[src/rtl/audio_sample_sink_pkg.sv]
// Shared audio definitions: sample type and rate-divider constants for a 30 MHz system clock.
package audio_sample_sink_pkg;

  typedef logic signed [15:0] sample_t;

  localparam int SYS_CLK_HZ = 30_000_000;

  // 30 MHz / 37.8 kHz, rounded to the nearest whole cycle
  localparam int DIV_37K8 = 794;

  // 30 MHz / 44.1 kHz (CD-DA), rounded to the nearest whole cycle
  localparam int DIV_44K1 = 680;

endpackage

[src/rtl/audio_sample_sink_sample_fifo.sv]
// Synchronous sample FIFO with extra-MSB pointers and a registered head output.
module sample_fifo
  import audio_sample_sink_pkg::*;
#(
  parameter int DEPTH = 16
) (
  input  logic                       clk,
  input  logic                       reset_n,
  input  logic                       push,
  input  sample_t                    push_data,
  input  logic                       pop,
  input  logic                       flush,
  output logic                       full,
  output logic                       empty,
  output logic [$clog2(DEPTH):0]     level,
  output sample_t                    head_data
);

  localparam int AW = $clog2(DEPTH);

  logic [AW:0] wr_ptr;
  logic [AW:0] rd_ptr;
  sample_t     mem [DEPTH];
  logic        do_push;
  logic        do_pop;

  assign empty   = (wr_ptr == rd_ptr);
  assign full    = (wr_ptr[AW] != rd_ptr[AW]) && (wr_ptr[AW-1:0] == rd_ptr[AW-1:0]);
  assign level   = wr_ptr - rd_ptr;
  assign do_push = push && !full && !flush;
  assign do_pop  = pop && !empty && !flush;

  // Pointer update; flush wins over any push or pop in the same cycle
  always_ff @(posedge clk or negedge reset_n) begin
    if (!reset_n) begin
      wr_ptr <= '0;
      rd_ptr <= '0;
    end else if (flush) begin
      wr_ptr <= '0;
      rd_ptr <= '0;
    end else begin
      if (do_push) wr_ptr <= wr_ptr + 1'b1;
      if (do_pop)  rd_ptr <= rd_ptr + 1'b1;
    end
  end

  // Sample storage; contents need no reset because the pointers define validity
  always_ff @(posedge clk) begin
    if (do_push) mem[wr_ptr[AW-1:0]] <= push_data;
  end

  // Head register captures the popped sample and holds it until the next pop
  always_ff @(posedge clk or negedge reset_n) begin
    if (!reset_n) begin
      head_data <= '0;
    end else if (do_pop) begin
      head_data <= mem[rd_ptr[AW-1:0]];
    end
  end

endmodule

[src/rtl/audio_sample_sink.sv]
// Audiostream sink: buffers incoming samples and releases one per rate tick.
module audio_sample_sink
  import audio_sample_sink_pkg::*;
#(
  parameter int DEPTH = 16,
  parameter int DIV   = DIV_37K8
) (
  input  logic                       clk,
  input  logic                       reset_n,
  input  logic                       write,
  input  sample_t                    sample,
  output logic                       strobe,
  input  logic                       enable,
  input  logic                       flush,
  input  logic                       clear_flags,
  output sample_t                    sample_out,
  output logic                       sample_valid,
  output logic [$clog2(DEPTH):0]     level,
  output logic                       overflow,
  output logic                       underrun
);

  localparam int LW = $clog2(DEPTH) + 1;
  localparam int CW = $clog2(DIV);

  logic [CW-1:0] div_cnt;
  logic          tick;
  logic          accept;
  logic          fifo_full;
  logic          fifo_empty;
  logic [LW-1:0] fifo_level;
  logic [LW-1:0] level_next;

  assign tick   = enable && (div_cnt == CW'(DIV - 1));
  assign accept = write && strobe && !fifo_full;
  assign level  = fifo_level;

  sample_fifo #(
    .DEPTH (DEPTH)
  ) u_fifo (
    .clk       (clk),
    .reset_n   (reset_n),
    .push      (accept),
    .push_data (sample),
    .pop       (tick),
    .flush     (flush),
    .full      (fifo_full),
    .empty     (fifo_empty),
    .level     (fifo_level),
    .head_data (sample_out)
  );

  // Rate divider: free-runs 0..DIV-1 while enabled, parked at 0 otherwise
  always_ff @(posedge clk or negedge reset_n) begin
    if (!reset_n) begin
      div_cnt <= '0;
    end else if (!enable || tick) begin
      div_cnt <= '0;
    end else begin
      div_cnt <= div_cnt + 1'b1;
    end
  end

  // Occupancy after this edge, used so strobe drops on the edge that fills the FIFO
  always_comb begin
    level_next = fifo_level;
    if (flush) begin
      level_next = '0;
    end else begin
      if (accept)             level_next = level_next + LW'(1);
      if (tick && !fifo_empty) level_next = level_next - LW'(1);
    end
  end

  // Registered ready and per-tick valid pulse
  always_ff @(posedge clk or negedge reset_n) begin
    if (!reset_n) begin
      strobe       <= 1'b0;
      sample_valid <= 1'b0;
    end else begin
      strobe       <= (level_next < LW'(DEPTH));
      sample_valid <= tick;
    end
  end

  // Sticky error flags; a new event in the same cycle beats clear_flags
  always_ff @(posedge clk or negedge reset_n) begin
    if (!reset_n) begin
      overflow <= 1'b0;
      underrun <= 1'b0;
    end else begin
      overflow <= (write && !strobe) || (overflow && !clear_flags);
      underrun <= (tick && fifo_empty) || (underrun && !clear_flags);
    end
  end

endmodule
[config.mk]
export PLATFORM = sky130hd
export DESIGN_NAME = audio_sample_sink
export DESIGN_NICKNAME = d
export VERILOG_FILES = /design/src/rtl/audio_sample_sink_pkg.sv /design/src/rtl/audio_sample_sink_sample_fifo.sv /design/src/rtl/audio_sample_sink.sv
export SDC_FILE = /design/constraint.sdc
export NUM_CORES = 1
export LEC_CHECK = 0
export ABC_AREA = 0
export BUFFER_PORTS_ARGS = -buffer_cell sky130_fd_sc_hd__buf_2
export CORE_MARGIN = 1
export CORE_UTILIZATION = 40
export CTS_CLUSTER_DIAMETER = 120
export CTS_CLUSTER_SIZE = 28
export DETAILED_ROUTE_END_ITERATION = 10
export GPL_TIMING_DRIVEN = 0
export PLACE_DENSITY_LB_ADDON = 0.12
export REMOVE_ABC_BUFFERS = 1
export SETUP_SLACK_MARGIN = 0.02
export SYNTH_ARGS = -nofsm -noshare
export SYNTH_HDL_FRONTEND = slang
export SYNTH_HIERARCHICAL = 1
export SYNTH_SLANG_ARGS = --single-unit
[constraint.sdc]
create_clock -name clk -period 6.2 [get_ports clk]
set_clock_uncertainty 0.2 [all_clocks]
set_input_delay 1.24 -clock clk [delete_from_list [all_inputs] [get_ports clk]]
set_output_delay 1.24 -clock clk [all_outputs]
set_load 0.005 [all_outputs]
# After elaboration in Yosys (flattened, before gate mapping)
# Memories as Yosys holds them, arrays and structs flattened. A register that Yosys moved wholly into a read port is not among the register bits.
# Cells that the tools add are included.
# Widths: inputs -> output; s select.
classes:
  n_addsub: 6
  order_cmp: 1
  n_eq_ne: 4
  muxes: 11
  reduce_logical: 24
op_table:
  columns: ["cell", "count"]
  rows:
  - ["$mux 5", 8]
  - ["$add 5x1->5 const B", 3]
  - ["$logic_and 1x1->1", 12]
  - ["$add 10x1->10 const B", 1]
  - ["$eq 10x10->1 const B", 1]
  - ["$mux 10", 1]
  - ["$logic_not 1->1", 7]
  - ["$eq 5x5->1", 1]
  - ["$lt 5x5->1 const B", 1]
  - ["$sub 5x1->5 const B", 1]
  - ["$sub 5x5->5", 1]
  - ["$eq 4x4->1", 1]
  - ["$reduce_bool 2->1", 2]
  - ["$logic_or 1x1->1", 3]
  - ["$mux 1", 2]
  - ["$ne 1x1->1", 1]
totals:
  reg_bits: 24
  ramBits: 256
  output_inout_bits: 25
  mem_count: 1
memory_table:
  columns: ["name", "depth", "word_bits", "read_ports", "rd_clocked_by_memory_dff", "wr", "line", "text"]
  rows:
  - ["u_fifo.mem", 16, 16, 1, 1, 1, "audio_sample_sink_sample_fifo.sv:23", "sample_t mem [DEPTH];"]

# Longest topological paths before layout
# Gate-level depths: netlist of run 1.
depth:
  word_depth: 10
  mapped_depth: 13
  mapped_depth_nobuf: 11

# Modules after synthesis
# Netlist of run 1, hierarchy kept.
modules_own_cells:
  columns: ["module", "instances", "cells_per_inst", "area_per_inst_um2"]
  rows:
  - ["sample_fifo", 1, 599, 11039.3]
  - ["audio_sample_sink", 1, 74, 732.0]

# Least setup slack after synthesis of run 1
# Ideal clock, no wire load.
synth_path:
  kind: "reg2reg"
  from: "register u_fifo.rd_ptr[1]"
  to: "memory u_fifo/mem[3][0] (netlist name), enable pin"
  arrival_ns: 3.447
  required_time_ns: 5.591
  slack_ns: 2.144
  path_stages_with_launch: 13
  n_path_buf: 3
  path_cell_list: "dfrtp_1 > buf_2 > buf_4 > buf_2 > inv_1 > ha_1 > nand4_1 > nor2_1 > and3b_1 > inv_1 > a211oi_1 > nand2_1 > nor3_1"
synth_via:
  elab_chain_cells: 8
synth_lines:
  columns: ["element", "line", "text"]
  rows:
  - ["start, declared", "audio_sample_sink_sample_fifo.sv:22", "logic [AW:0] rd_ptr;"]
  - ["start signal, assigned", "audio_sample_sink_sample_fifo.sv:43", "if (do_pop) rd_ptr <= rd_ptr + 1'b1;"]
  - ["$eq 4x4->1", "audio_sample_sink_sample_fifo.sv:28", "assign full = (wr_ptr[AW] != rd_ptr[AW]) && (wr_ptr[AW-1:0] == rd_ptr[AW-1:0]);"]
  - ["$logic_and 1x1->1", "audio_sample_sink_sample_fifo.sv:28", null]
  - ["named net fifo_full", "audio_sample_sink.sv:29", "logic fifo_full;"]
  - ["$logic_not 1->1", "audio_sample_sink.sv:35", "assign accept = write && strobe && !fifo_full;"]
  - ["$logic_and 1x1->1", "audio_sample_sink.sv:35", null]
  - ["named net accept", "audio_sample_sink.sv:28", "logic accept;"]
  - ["$logic_and 1x1->1 (2 in a row)", "audio_sample_sink_sample_fifo.sv:30", "assign do_push = push && !full && !flush;"]
  - ["$mux 1", "audio_sample_sink_sample_fifo.sv:49", "if (do_push) mem[wr_ptr[AW-1:0]] <= push_data;"]
  - ["$mux 1 (implied by the code)", "audio_sample_sink_sample_fifo.sv:49", null]
  - ["end, declared", "audio_sample_sink_sample_fifo.sv:23", null]
# The timed path passes the listed nets, and every way through them passes these cells.

# Worst setup path in the final report of run 1
layout_path:
  from: "register u_fifo.rd_ptr[0]"
  to: "output level[4]"
layout_via:
  elab_chain_cells: 1
layout_lines:
  columns: ["element", "line", "text"]
  rows:
  - ["$sub 5x5->5", "audio_sample_sink_sample_fifo.sv:29", "assign level = wr_ptr - rd_ptr;"]
  - ["end, declared", "audio_sample_sink.sv:18", "output logic [$clog2(DEPTH):0] level,"]
# No other way between the ends.

==> results of run 1 <==
==> placed cells by master (no fill, tap or decap), types with 2 or more instances in the layout <==
cell / count
a31oi_1: 17
nand2_1: 26
xor2_1: 4
edfxtp_1: 256
nor3_2: 4
buf_8: 6
or3_1: 2
dfrtp_1: 38
buf_16: 11
mux2i_1: 64
inv_1: 15
a21oi_1: 4
nor2_2: 14
buf_6: 6
a21o_1: 2
nor2_1: 36
buf_4: 2
nand3_1: 10
ha_1: 12
buf_2: 46
and2_1: 3
nand3b_1: 3
xnor2_1: 16
o21ai_0: 3
and3_1: 2
clkbuf_16: 15
nand2b_1: 4
clkbuf_1: 8
o22ai_1: 32
dfrtp_4: 2
mux4_2: 33
a211oi_1: 18
==> routing by layer <==
layer / track usage / share of wire / up-vias
met5: 0 / 0 / -
met1: 0.2373 / 0.46 / 3192
li1: - / - / 2729
met4: 0.03761 / 0.019 / 0
met2: 0.2846 / 0.49 / 97
met3: 0.01996 / 0.030 / 23
==> final timing paths <==
check                                 startpoint                end  slack, ns  cells past startpoint
worst max-delay path            u_fifo/rd_ptr[0]           level[4]       1.68                      8
worst min-delay path                  div_cnt[0]         div_cnt[0]       0.32                      1
worst max register to register  u_fifo/rd_ptr[0]  u_fifo/mem[7][12]       1.83                     10
worst min register to register        div_cnt[0]         div_cnt[0]       0.32                      1
max in group asynchronous                reset_n   u_fifo/rd_ptr[0]       4.26                      1
min in group asynchronous                reset_n             strobe       0.74                      1
==> cells by family (layout without fill, tap and decap cells) <==
group / Yosys count / after routing / synth area share
buffers and inverters: 46 / 110 / 0.01977
adder cells (fa/ha/maj): 13 / 13 / 0.01446
XOR/XNOR: 21 / 21 / 0.01626
multiplexers: 98 / 98 / 0.1185
AO/OA/AOI/OAI: 84 / 84 / 0.04719
AND/OR/NAND/NOR: 115 / 115 / 0.04571
flip-flops: 296 / 296 / 0.7381
==> through the flow <==
| step | setup TNS [ns] | cells | power [mW] | area (um^2) |
|---|---|---|---|---|
| 3_5_place_dp | 0 | 1097 | 2.331 | 12850 |
| 2_1_floorplan | 0 | 642 | 2.271 | 11590 |
| 6_report | 0 | 1121 | 3.324 | 13280 |
| 4_1_cts | 0 | 1121 | 3.363 | 13280 |
| 5_1_grt | 0 | 1121 | 3.437 | 13280 |
| 3_3_place_gp | -457.20 | 1072 | 2.320 | 12310 |
==> critical path, delay by kind of cell (launching register included) <==
family / cells / cell delay, ns
DFF: 1 / 0.85
adders and majority gates: 2 / 0.61
xor gates and xnor gates: 1 / 0.19
AOI/OAI and AO/OA: 2 / 0.35
buffers and inverters: 3 / 0.58
==> power by group through the flow <==
stage | Clock, mW | Sequential, mW | Combinational (mW)
global placement | 0 | 2.23 | 0.0904
detailed placement | 0 | 2.23 | 0.101
CTS | 1.08 | 2.19 | 0.101
finish | 1.04 | 2.19 | 0.0988
global route | 1.14 | 2.19 | 0.111
floorplan | 0 | 2.23 | 0.0416
==> sequential cells by signal, summed over array words and instances, names as in the netlist <==
name,flops
u_fifo/wr_ptr,5
overflow,1
strobe,1
u_fifo/head_data,16
div_cnt,10
u_fifo/rd_ptr,5
sample_valid,1
u_fifo/mem,256
underrun,1
==> area by class of cell <==
class,count,area share
timing repair buffer,71,0.05315
clock buffer,23,0.03053
sequential,296,0.6550
inverter,15,0.004241
tap,384,0.03619
multi-input combinational,331,0.2197
clock inverter,1,0.001225
==> results by group, run 1 <==
Status
  • Status: finished clean

CTS
  • Clock buffer depth: 3
  • Post-CTS Setup Inserts: 0
  • # clock sinks: ~300
  • PostCTS Resize Cnt: 0
  • Hold Buf Count CTS: 0
  • Latest clock arrival within the worst-skew pair: around 0.50 ns
  • Total CTS buffers: 14
  • Worst-path clk slew: about 0.11 ns
  • Htree depth: 1
  • CTS tree: built
  • Root buffer cell: clkbuf_16

Placement
  • Number of buffers added on ports: 46
  • Setup WS pre-CTS: ~1.8 ns
  • Placer Congestion: roughly 0.75
  • Dpl hpwl: 16060 um

Floorplanning
  • Core area: between 20000 and 30000 um^2
  • Cell Rows: a little over 60
  • Die height: 173.5 um
  • IO Pins: 47
  • Die width: ~170 um
  • Full die area: approximately 30000 um^2
  • Initial cell density of the core: 0.4079

STA
  • Final worst setup slack: around 1.7 ns
  • Final Hold Slack: roughly 0.32 ns
  • Slew @ Worst Pin: ~1.1 ns
  • Max-Slew Margin vs Limit: 0.2488
  • Hold Fails Final Rpt: 0
  • Final setup vio count: 0
  • Max Transition Viols Final: 0
  • Unrepaired setup endpoints after global routing: false
  • Post-route minimum period: 4.523 ns
  • Max Fclk: 221.1 MHz
  • Final period util: 0.7295

Global route
  • Largest net degree at the start of global routing: 43
  • First-pass GRT wire length: 38140 um
  • Total GRT Usage: 0.1694
  • Vias in the first global route: between 6000 and 7000
  • Initial antenna violation count: 1
  • Grt ovf: 0

Critical path
  • Worst setup EP type: output port
  • Startpoint class of the critical path: register
  • CP max stage delay: 0.85 ns
  • Crit path DAT: about 3.1 ns
  • Slowest CP cell: dfrtp_4
  • Required @ worst endpoint: around 4.8 ns
  • Worst path cell trace: buf_16 -> ha_1 -> inv_1 -> fa_1 -> a21o_1 -> a21oi_1 -> xnor2_1 -> buf_2
  • Worst-path maximum fanout: 40
  • CP Class: register to output port

Yosys
  • Post-synth ARST share: 0.1351
  • Number of synthesis warnings: 6
  • Yosys reg bits: 296
  • Count of cell types in the netlist: between 40 and 50
  • Top cells by area, synth: edfxtp_1 (65%), dfrtp_1 (8.5%), mux4_2 (6.3%)
  • Top cells by count, synth: edfxtp_1 (256), mux2i_1 (64), nor2_1 (50), dfrtp_1 (40), mux4_2 (33)
  • Share of the synthesized area in the top cell type: 0.6531
  • Synthesized cell area: between 10000 and 15000 um^2
  • Sequential share of the synthesized area: 0.7381
  • Syn avg cell area: between 15 and 20 um^2
  • Gate Count Post-Synth: 673
  • Top_reg_cell synth: edfxtp_1
  • Number of synthesized flops with an enable pin: 256
  • Largest area contributor in the netlist: edfxtp_1
  • Count leader, synth: edfxtp_1

Drt
  • DR pass1 iterations: 4
  • DR iter-0 viols: between 300 and 400
  • Vias/cell: 5.389
  • Via count: ~6000
  • # DRC: 0
  • Post-Route WL: roughly 25000 um
  • ANT nets after route: 0
  • WL per Instance: approximately 22 um

Final layout
  • Nets@finish: about 760
  • Final core utilization: 0.4601
  • Area occupied by multi-input gates: about 3000 um^2
  • Layout area overhead: 12.79%
  • Reg area: 8696 um^2
  • Layout fillers: between 2000 and 3000
  • Share of cells above drive strength 1: 0.1981
  • Ant diodes: 0

Pwr
  • Clk pwr share: 0.313
  • Internal: approximately 2.7 mW
  • Sw Share: 0.1968
  • Leakage: 4.248 nW
  • P per Cell Area: between 200 and 300 nW/um^2
  • Sequential power share: 0.657
  • Logic pwr share: 0.030
  • Max rail drop VDD: ~0.18 mV
  • P_sw: 654.0 uW

Hold path
  • Min-Delay Path Class: register to register

Run
  • Max-cap viol count: 0
(Power assumes the default switching activity.)
==> inputs of run 2 (changes only) <==
- clock period: 6.2 -> 3.7 ns (I/O delays scaled with it)
==> run 2 against run 1 <==
Compared with the run above:
- power grew 68%
- first-iteration DRC count shrank 4.2%
- highest routed layer unchanged
- global-route usage grew 0.31 points
- clock power grew 67%
- die area is the same
- combinational power grew 78%
- sequential share of layout area shrank 0.94 points
- wire length grew 2.7%
- sequential power grew 67%
==> results by group, run 2 (synthesis results as in run 1) <==
Floorplanning
  • Full die area: between 30000 and 40000 um^2
  • IO Pins: between 40 and 50
  • Core area: 28860 um^2
  • Die height: around 170 um
  • Initial cell density of the core: 0.4079
  • Die width: between 150 and 200 um
  • Cell Rows: 62

STA
  • Final setup vio count: 0
  • Post-route minimum period: 3.486 ns
  • Max Fclk: 286.9 MHz
  • Max Transition Viols Final: 0
  • Final period util: 0.9421
  • Post-route setup TNS: 0 ns
  • Max-Slew Margin vs Limit: 0.2428
  • Slew @ Worst Pin: 1.132 ns
  • Hold Fails Final Rpt: 0
  • Final worst setup slack: about 0.21 ns

Final layout
  • Max FFs per register: about 260
  • Final core utilization: 0.4667
  • Most common cell after layout, fill and taps aside: edfxtp_1
  • Ant diodes: 0
  • Most frequent cells in the layout: edfxtp_1 (256), mux2i_1 (64), buf_2 (46), dfrtp_1 (38), nor2_1 (36)
  • Share of cells above drive strength 1: 0.2124
  • Nets@finish: slightly below 800
  • Layout area overhead: 14.42%
  • Post-Layout Inst Area: ~13000 um^2

CTS
  • Clock buffer depth: 3
  • Latest clock arrival within the worst-skew pair: approximately 0.5 ns
  • Root buffer cell: clkbuf_16
  • Hold Buf Count CTS: 0
  • Total CTS buffers: 14
  • # clock sinks: 296
  • CTS tree: built
  • Htree depth: 1
  • Worst-path clk slew: about 0.11 ns

Drt
  • Vias/cell: between 5 and 6
  • ANT nets after route: 0
  • DR pass1 iterations: 4
  • Via count: ~6100
  • Post-Route WL: around 26000 um
  • # DRC: 0
  • DR iter-0 viols: 340
  • WL per Instance: 22.63 um

Hold path
  • Min-Delay Path Class: input port to register

Critical path
  • Reg2Reg Depth: 11
  • Crit path DAT: about 2.6 ns
  • R2r setup slk: ~0.23 ns
  • Reg2reg end: u_fifo/mem[0][15]
  • CP endpoint: level[4]
  • Required @ worst endpoint: 2.76 ns
  • Startpoint class of the critical path: register
  • Reg-to-reg critical path startpoint: u_fifo/rd_ptr[2]
  • CP Class: register to output port
  • Worst-path maximum fanout: 20
  • Crit path launch: u_fifo/rd_ptr[0]
  • Worst setup EP type: output port

Placement
  • Dpl hpwl: between 15000 and 20000 um
  • Placer Congestion: about 0.75
  • Placed instance area: around 13000 um^2
  • Setup WS pre-CTS: -0.6565 ns
  • Number of buffers added on ports: 46

Pwr
  • P per Cell Area: 414.3 nW/um^2
  • Leakage: roughly 4.3 nW
  • Total Power: approximately 5.6 mW
  • Max rail drop VDD: 0.3065 mV

Global route
  • Largest net degree at the start of global routing: between 40 and 50
  • Total GRT Usage: 0.1725
  • First-pass GRT wire length: approximately 39000 um
  • Initial antenna violation count: 1
  • Vias in the first global route: 6233
  • Grt ovf: 0

Status
  • Status: finished clean

Run
  • Max-cap viol count: 0
[run 2: cell types whose count changed in the layout (fill, tap and decap cells not counted), sizes merged]
cell	before	now
buf	71	77
clkbuf	23	24
[run 2: repair_timing]
| action | in CTS | in global routing |
|---|---|---|
| resized for setup | 14 | 5 |
| hold endpoints to repair | 0 | 0 |
| pin swaps | 0 | 1 |
| gates cloned | 0 | 1 |
| setup endpoints to repair | 261 | 152 |
| setup buffers | 4 | 2 |
[run 2: final cells by class]
| cell class | count | area, um^2 |
|---|---|---|
| repair buffers | 78 | 808.3 |
| flip-flops and latches | 296 | 8696 |
| clock inverters | 1 | 16.27 |
| fillers | 2514 | 15390 |
| multi-input cells | 331 | 3007 |
| inverters | 15 | 56.30 |
| clock buffers | 23 | 405.4 |
| well taps | 384 | 480.5 |
[run 2: critical path, cell delays in order, from the launching register on]
cell	delay (ns)
dfrtp_4	0.50
buf_16	0.20
ha_1	0.17
inv_1	0.05
fa_1	0.41
a21o_1	0.18
a21oi_1	0.17
xnor2_1	0.18
buf_2	0.16
[run 2: where the power goes]
part	internal [mW]	leakage (nW)	switching, mW	total (mW)
Combinational	0.0565	1.24	0.119	0.176
Sequential	3.65	2.85	0.0121	3.66
Clock	0.772	0.201	0.971	1.74
Total	4.48	4.30	1.10	5.58
[run 2: how the worst min path moves through the flow]
| stage | slack (ns) | start | endpoint | depth (start not counted) |
|---|---|---|---|---|
| 2_1_floorplan | 0.24 | reset_n | div_cnt[0] | 0 |
| 3_3_place_gp | 0.29 | strobe | overflow | 1 |
| 3_5_place_dp | 0.32 | div_cnt[0] | div_cnt[0] | 1 |
| 4_1_cts | 0.19 | clear_flags | overflow | 2 |
| 5_1_grt | 0.21 | clear_flags | overflow | 2 |
| 6_report | 0.22 | clear_flags | overflow | 2 |
[run 2: through the flow]
step	cells	hold slack, ns
global placement	1072	0.2896
floorplan	642	0.2444
finish	1128	0.2161
detailed placement	1097	0.3189
global route	1128	0.2060
CTS	1125	0.1922
[run 2: metal layers]
| metal | vias to the layer above | routed length (um) | GRT usage |
|---|---|---|---|
| met2 | 138 | 12430 | 0.2865 |
| met4 | 0 | 469 | 0.03761 |
| met1 | 3168 | 11260 | 0.2450 |
| li1 | 2744 | - | - |
| met3 | 24 | 1360 | 0.01996 |
| met5 | - | 0 | 0 |
==> inputs of run 3 (changes only) <==
- BUFFER_PORTS_ARGS: -buffer_cell sky130_fd_sc_hd__buf_2 -> not set
- DONT_BUFFER_PORTS: not set -> 1
- TNS_END_PERCENT: not set -> 20
==> run 3 against run 2 <==
Compared with the run above:
- die area is the same
- critical path depth grew 3
- combinational power shrank 25%
- clock-buffer cell count is the same
- critical endpoint is now u_fifo/mem[1][15]
- setup slack gained 0.021 ns
- global-route usage grew 0.32 points
- wire length grew 0.76%
- via count shrank 0.72%
- maximum frequency grew 0.60%
- clock power grew 2%
- sequential cell count is the same
- hold slack lost 0.13 ns
==> results by group, run 3 (synthesis results as in run 1) <==
Status
  • Status: finished clean

Drt
  • DR iter-0 viols: 372
  • Post-Route WL: 25720 um
  • Vias/cell: ~5.5
  • Max Used Layer: met4
  • WL per Instance: ~24 um
  • Via count: ~6000
  • Met3 Wirelength: approximately 1200 um
  • DR pass1 iterations: 4
  • ANT nets after route: 0
  • # DRC: 0
  • Routed met1 length: 11100 um
  • Routed wl met2: 12920 um

Floorplanning
  • Cell Rows: 62
  • Core area: just under 30000 um^2
  • IO Pins: 47
  • Die height: approximately 170 um
  • Full die area: ~30000 um^2
  • Die width: roughly 170 um
  • Initial cell density of the core: 0.4079

Placement
  • Number of buffers added on ports: 0
  • Placer Congestion: 0.7748
  • Dpl hpwl: 16520 um
  • Setup WS pre-CTS: -0.7311 ns

Global route
  • Total GRT Usage: 0.1757
  • Vias in the first global route: ~6200
  • First-pass GRT wire length: 39230 um
  • Initial antenna violation count: 0
  • Largest net degree at the start of global routing: 41
  • Grt ovf: 0

Pwr
  • P_sw: 1.101 mW
  • Internal: about 4.5 mW
  • Sw Share: 0.1974
  • Max rail drop VDD: 0.3905 mV
  • Logic pwr share: 0.024
  • Clk pwr share: 0.319
  • P per Cell Area: between 400 and 500 nW/um^2
  • Leakage: ~4.1 nW
  • Sequential power share: 0.657

Critical path
  • Slowest CP cell: dfrtp_4
  • CP max stage delay: 0.52 ns
  • CP Class: register to register
  • Reg-to-reg critical path startpoint: u_fifo/rd_ptr[0]
  • CP most frequent cell: buf_6
  • Crit path launch: u_fifo/rd_ptr[0]
  • R2r setup slk: around 0.24 ns
  • Worst-path maximum fanout: 38
  • CP endpoint: u_fifo/mem[1][15]
  • Reg2Reg Depth: 11
  • Reg2reg end: u_fifo/mem[1][15]
  • Worst path cell trace: buf_16 -> ha_1 -> nand4_1 -> nor2_1 -> and3b_1 -> inv_1 -> a211oi_4 -> nand2_2 -> nor3_2 -> buf_6 -> buf_6
  • Worst setup EP type: register
  • Startpoint class of the critical path: register
  • Crit path DAT: 3.46 ns
  • Required @ worst endpoint: 3.70 ns

STA
  • Final worst setup slack: between 0.2 and 0.25 ns
  • Max Transition Viols Final: 0
  • Unrepaired setup endpoints after global routing: false
  • Max-Slew Margin vs Limit: 0.2992
  • Max Fclk: approximately 290 MHz
  • Final setup vio count: 0
  • Final period util: 0.9364
  • Hold Fails Final Rpt: 0
  • Post-route minimum period: 3.465 ns
  • Slew @ Worst Pin: around 1.0 ns

Final layout
  • Final core utilization: 0.4604
  • Ant diodes: 0
  • Layout area overhead: 12.87%
  • Most common cell after layout, fill and taps aside: edfxtp_1
  • Most frequent cells in the layout: edfxtp_1 (256), mux2i_1 (64), nor2_1 (36), dfrtp_1 (36), mux4_2 (33)
  • Max FFs per register: ~260
  • Nets@finish: 732
  • Share of cells above drive strength 1: 0.1688

CTS
  • Clock buffer depth: 3
  • Root buffer cell: clkbuf_16
  • Total CTS buffers: 14
  • Worst-path clk slew: about 0.11 ns
  • CTS tree: built
  • Htree depth: 1
  • # clock sinks: ~300
  • Latest clock arrival within the worst-skew pair: 0.50 ns

Hold path
  • Min-Delay Path Class: input port to register

Run
  • Max-cap viol count: 0
-- run 3: critical path, delay by kind of cell (launching register included) --
kind,cells,cell delay [ns]
AO/OA/AOI/OAI,1,0.29
adder cells (fa/ha/maj),1,0.36
AND/OR/NAND/NOR,5,1.00
buffers and inverters,4,0.73
flip-flops,1,0.52
-- run 3: power groups by stage --
| stage | clock, mW | sequential [mW] | combinational, mW |
|---|---|---|---|
| finish | 1.78 | 3.66 | 0.132 |
| CTS | 1.84 | 3.66 | 0.128 |
| detailed placement | 0 | 3.74 | 0.108 |
| global placement | 0 | 3.74 | 0.0939 |
| floorplan | 0 | 3.74 | 0.0697 |
| global route | 1.94 | 3.67 | 0.146 |
-- run 3: metrics by stage --
| step | TNS, ns | instance area (um^2) | total power [mW] | std cells | hold slack [ns] |
|---|---|---|---|---|---|
| 4_1_cts | -1.311 | 13240 | 5.628 | 1088 | 0.07604 |
| 3_3_place_gp | -1170.10 | 12080 | 3.832 | 1026 | 0.2456 |
| 2_1_floorplan | -479.63 | 11590 | 3.805 | 642 | 0.2444 |
| 3_5_place_dp | -128.10 | 12530 | 3.847 | 1051 | 0.2457 |
| 5_1_grt | 0 | 13290 | 5.749 | 1089 | 0.06413 |
| 6_report | 0 | 13290 | 5.575 | 1089 | 0.08644 |
-- run 3: layout make-up --
cell class / instances / area [um^2]
clock buffers: 23 / 405.4
clock inverters: 1 / 16.27
fillers: 2503 / 15570
inverters: 15 / 56.30
multi-input cells: 331 / 3015
flip-flops and latches: 296 / 8698
well taps: 384 / 480.5
repair buffers: 39 / 614.3
-- run 3: how the worst min path moves through the flow --
stage | from | endpoint | slack (ns) | cells after the start
4_1_cts | flush | u_fifo/wr_ptr[2] | 0.08 | 1
5_1_grt | flush | u_fifo/rd_ptr[0] | 0.06 | 1
6_report | flush | u_fifo/wr_ptr[2] | 0.09 | 1
3_5_place_dp | reset_n | strobe | 0.25 | 0
3_3_place_gp | reset_n | strobe | 0.25 | 0
2_1_floorplan | reset_n | div_cnt[0] | 0.24 | 0
-- run 3: metal layers --
metal,vias up,GRT usage
met4,0,0.04019
met5,-,0
li1,2680,-
met2,112,0.3029
met1,3205,0.2350
met3,33,0.02610
-- run 3: repair_timing --
| item | CTS | global route |
|---|---|---|
| endpoints found under the setup margin | 259 | 256 |
| setup buffers | 11 | 1 |
| resized for setup | 13 | 9 |
| gates cloned | 0 | 0 |
| hold buffers | 2 | 0 |
| hold endpoints to repair | 40 | 0 |
| pin swaps | 6 | 0 |
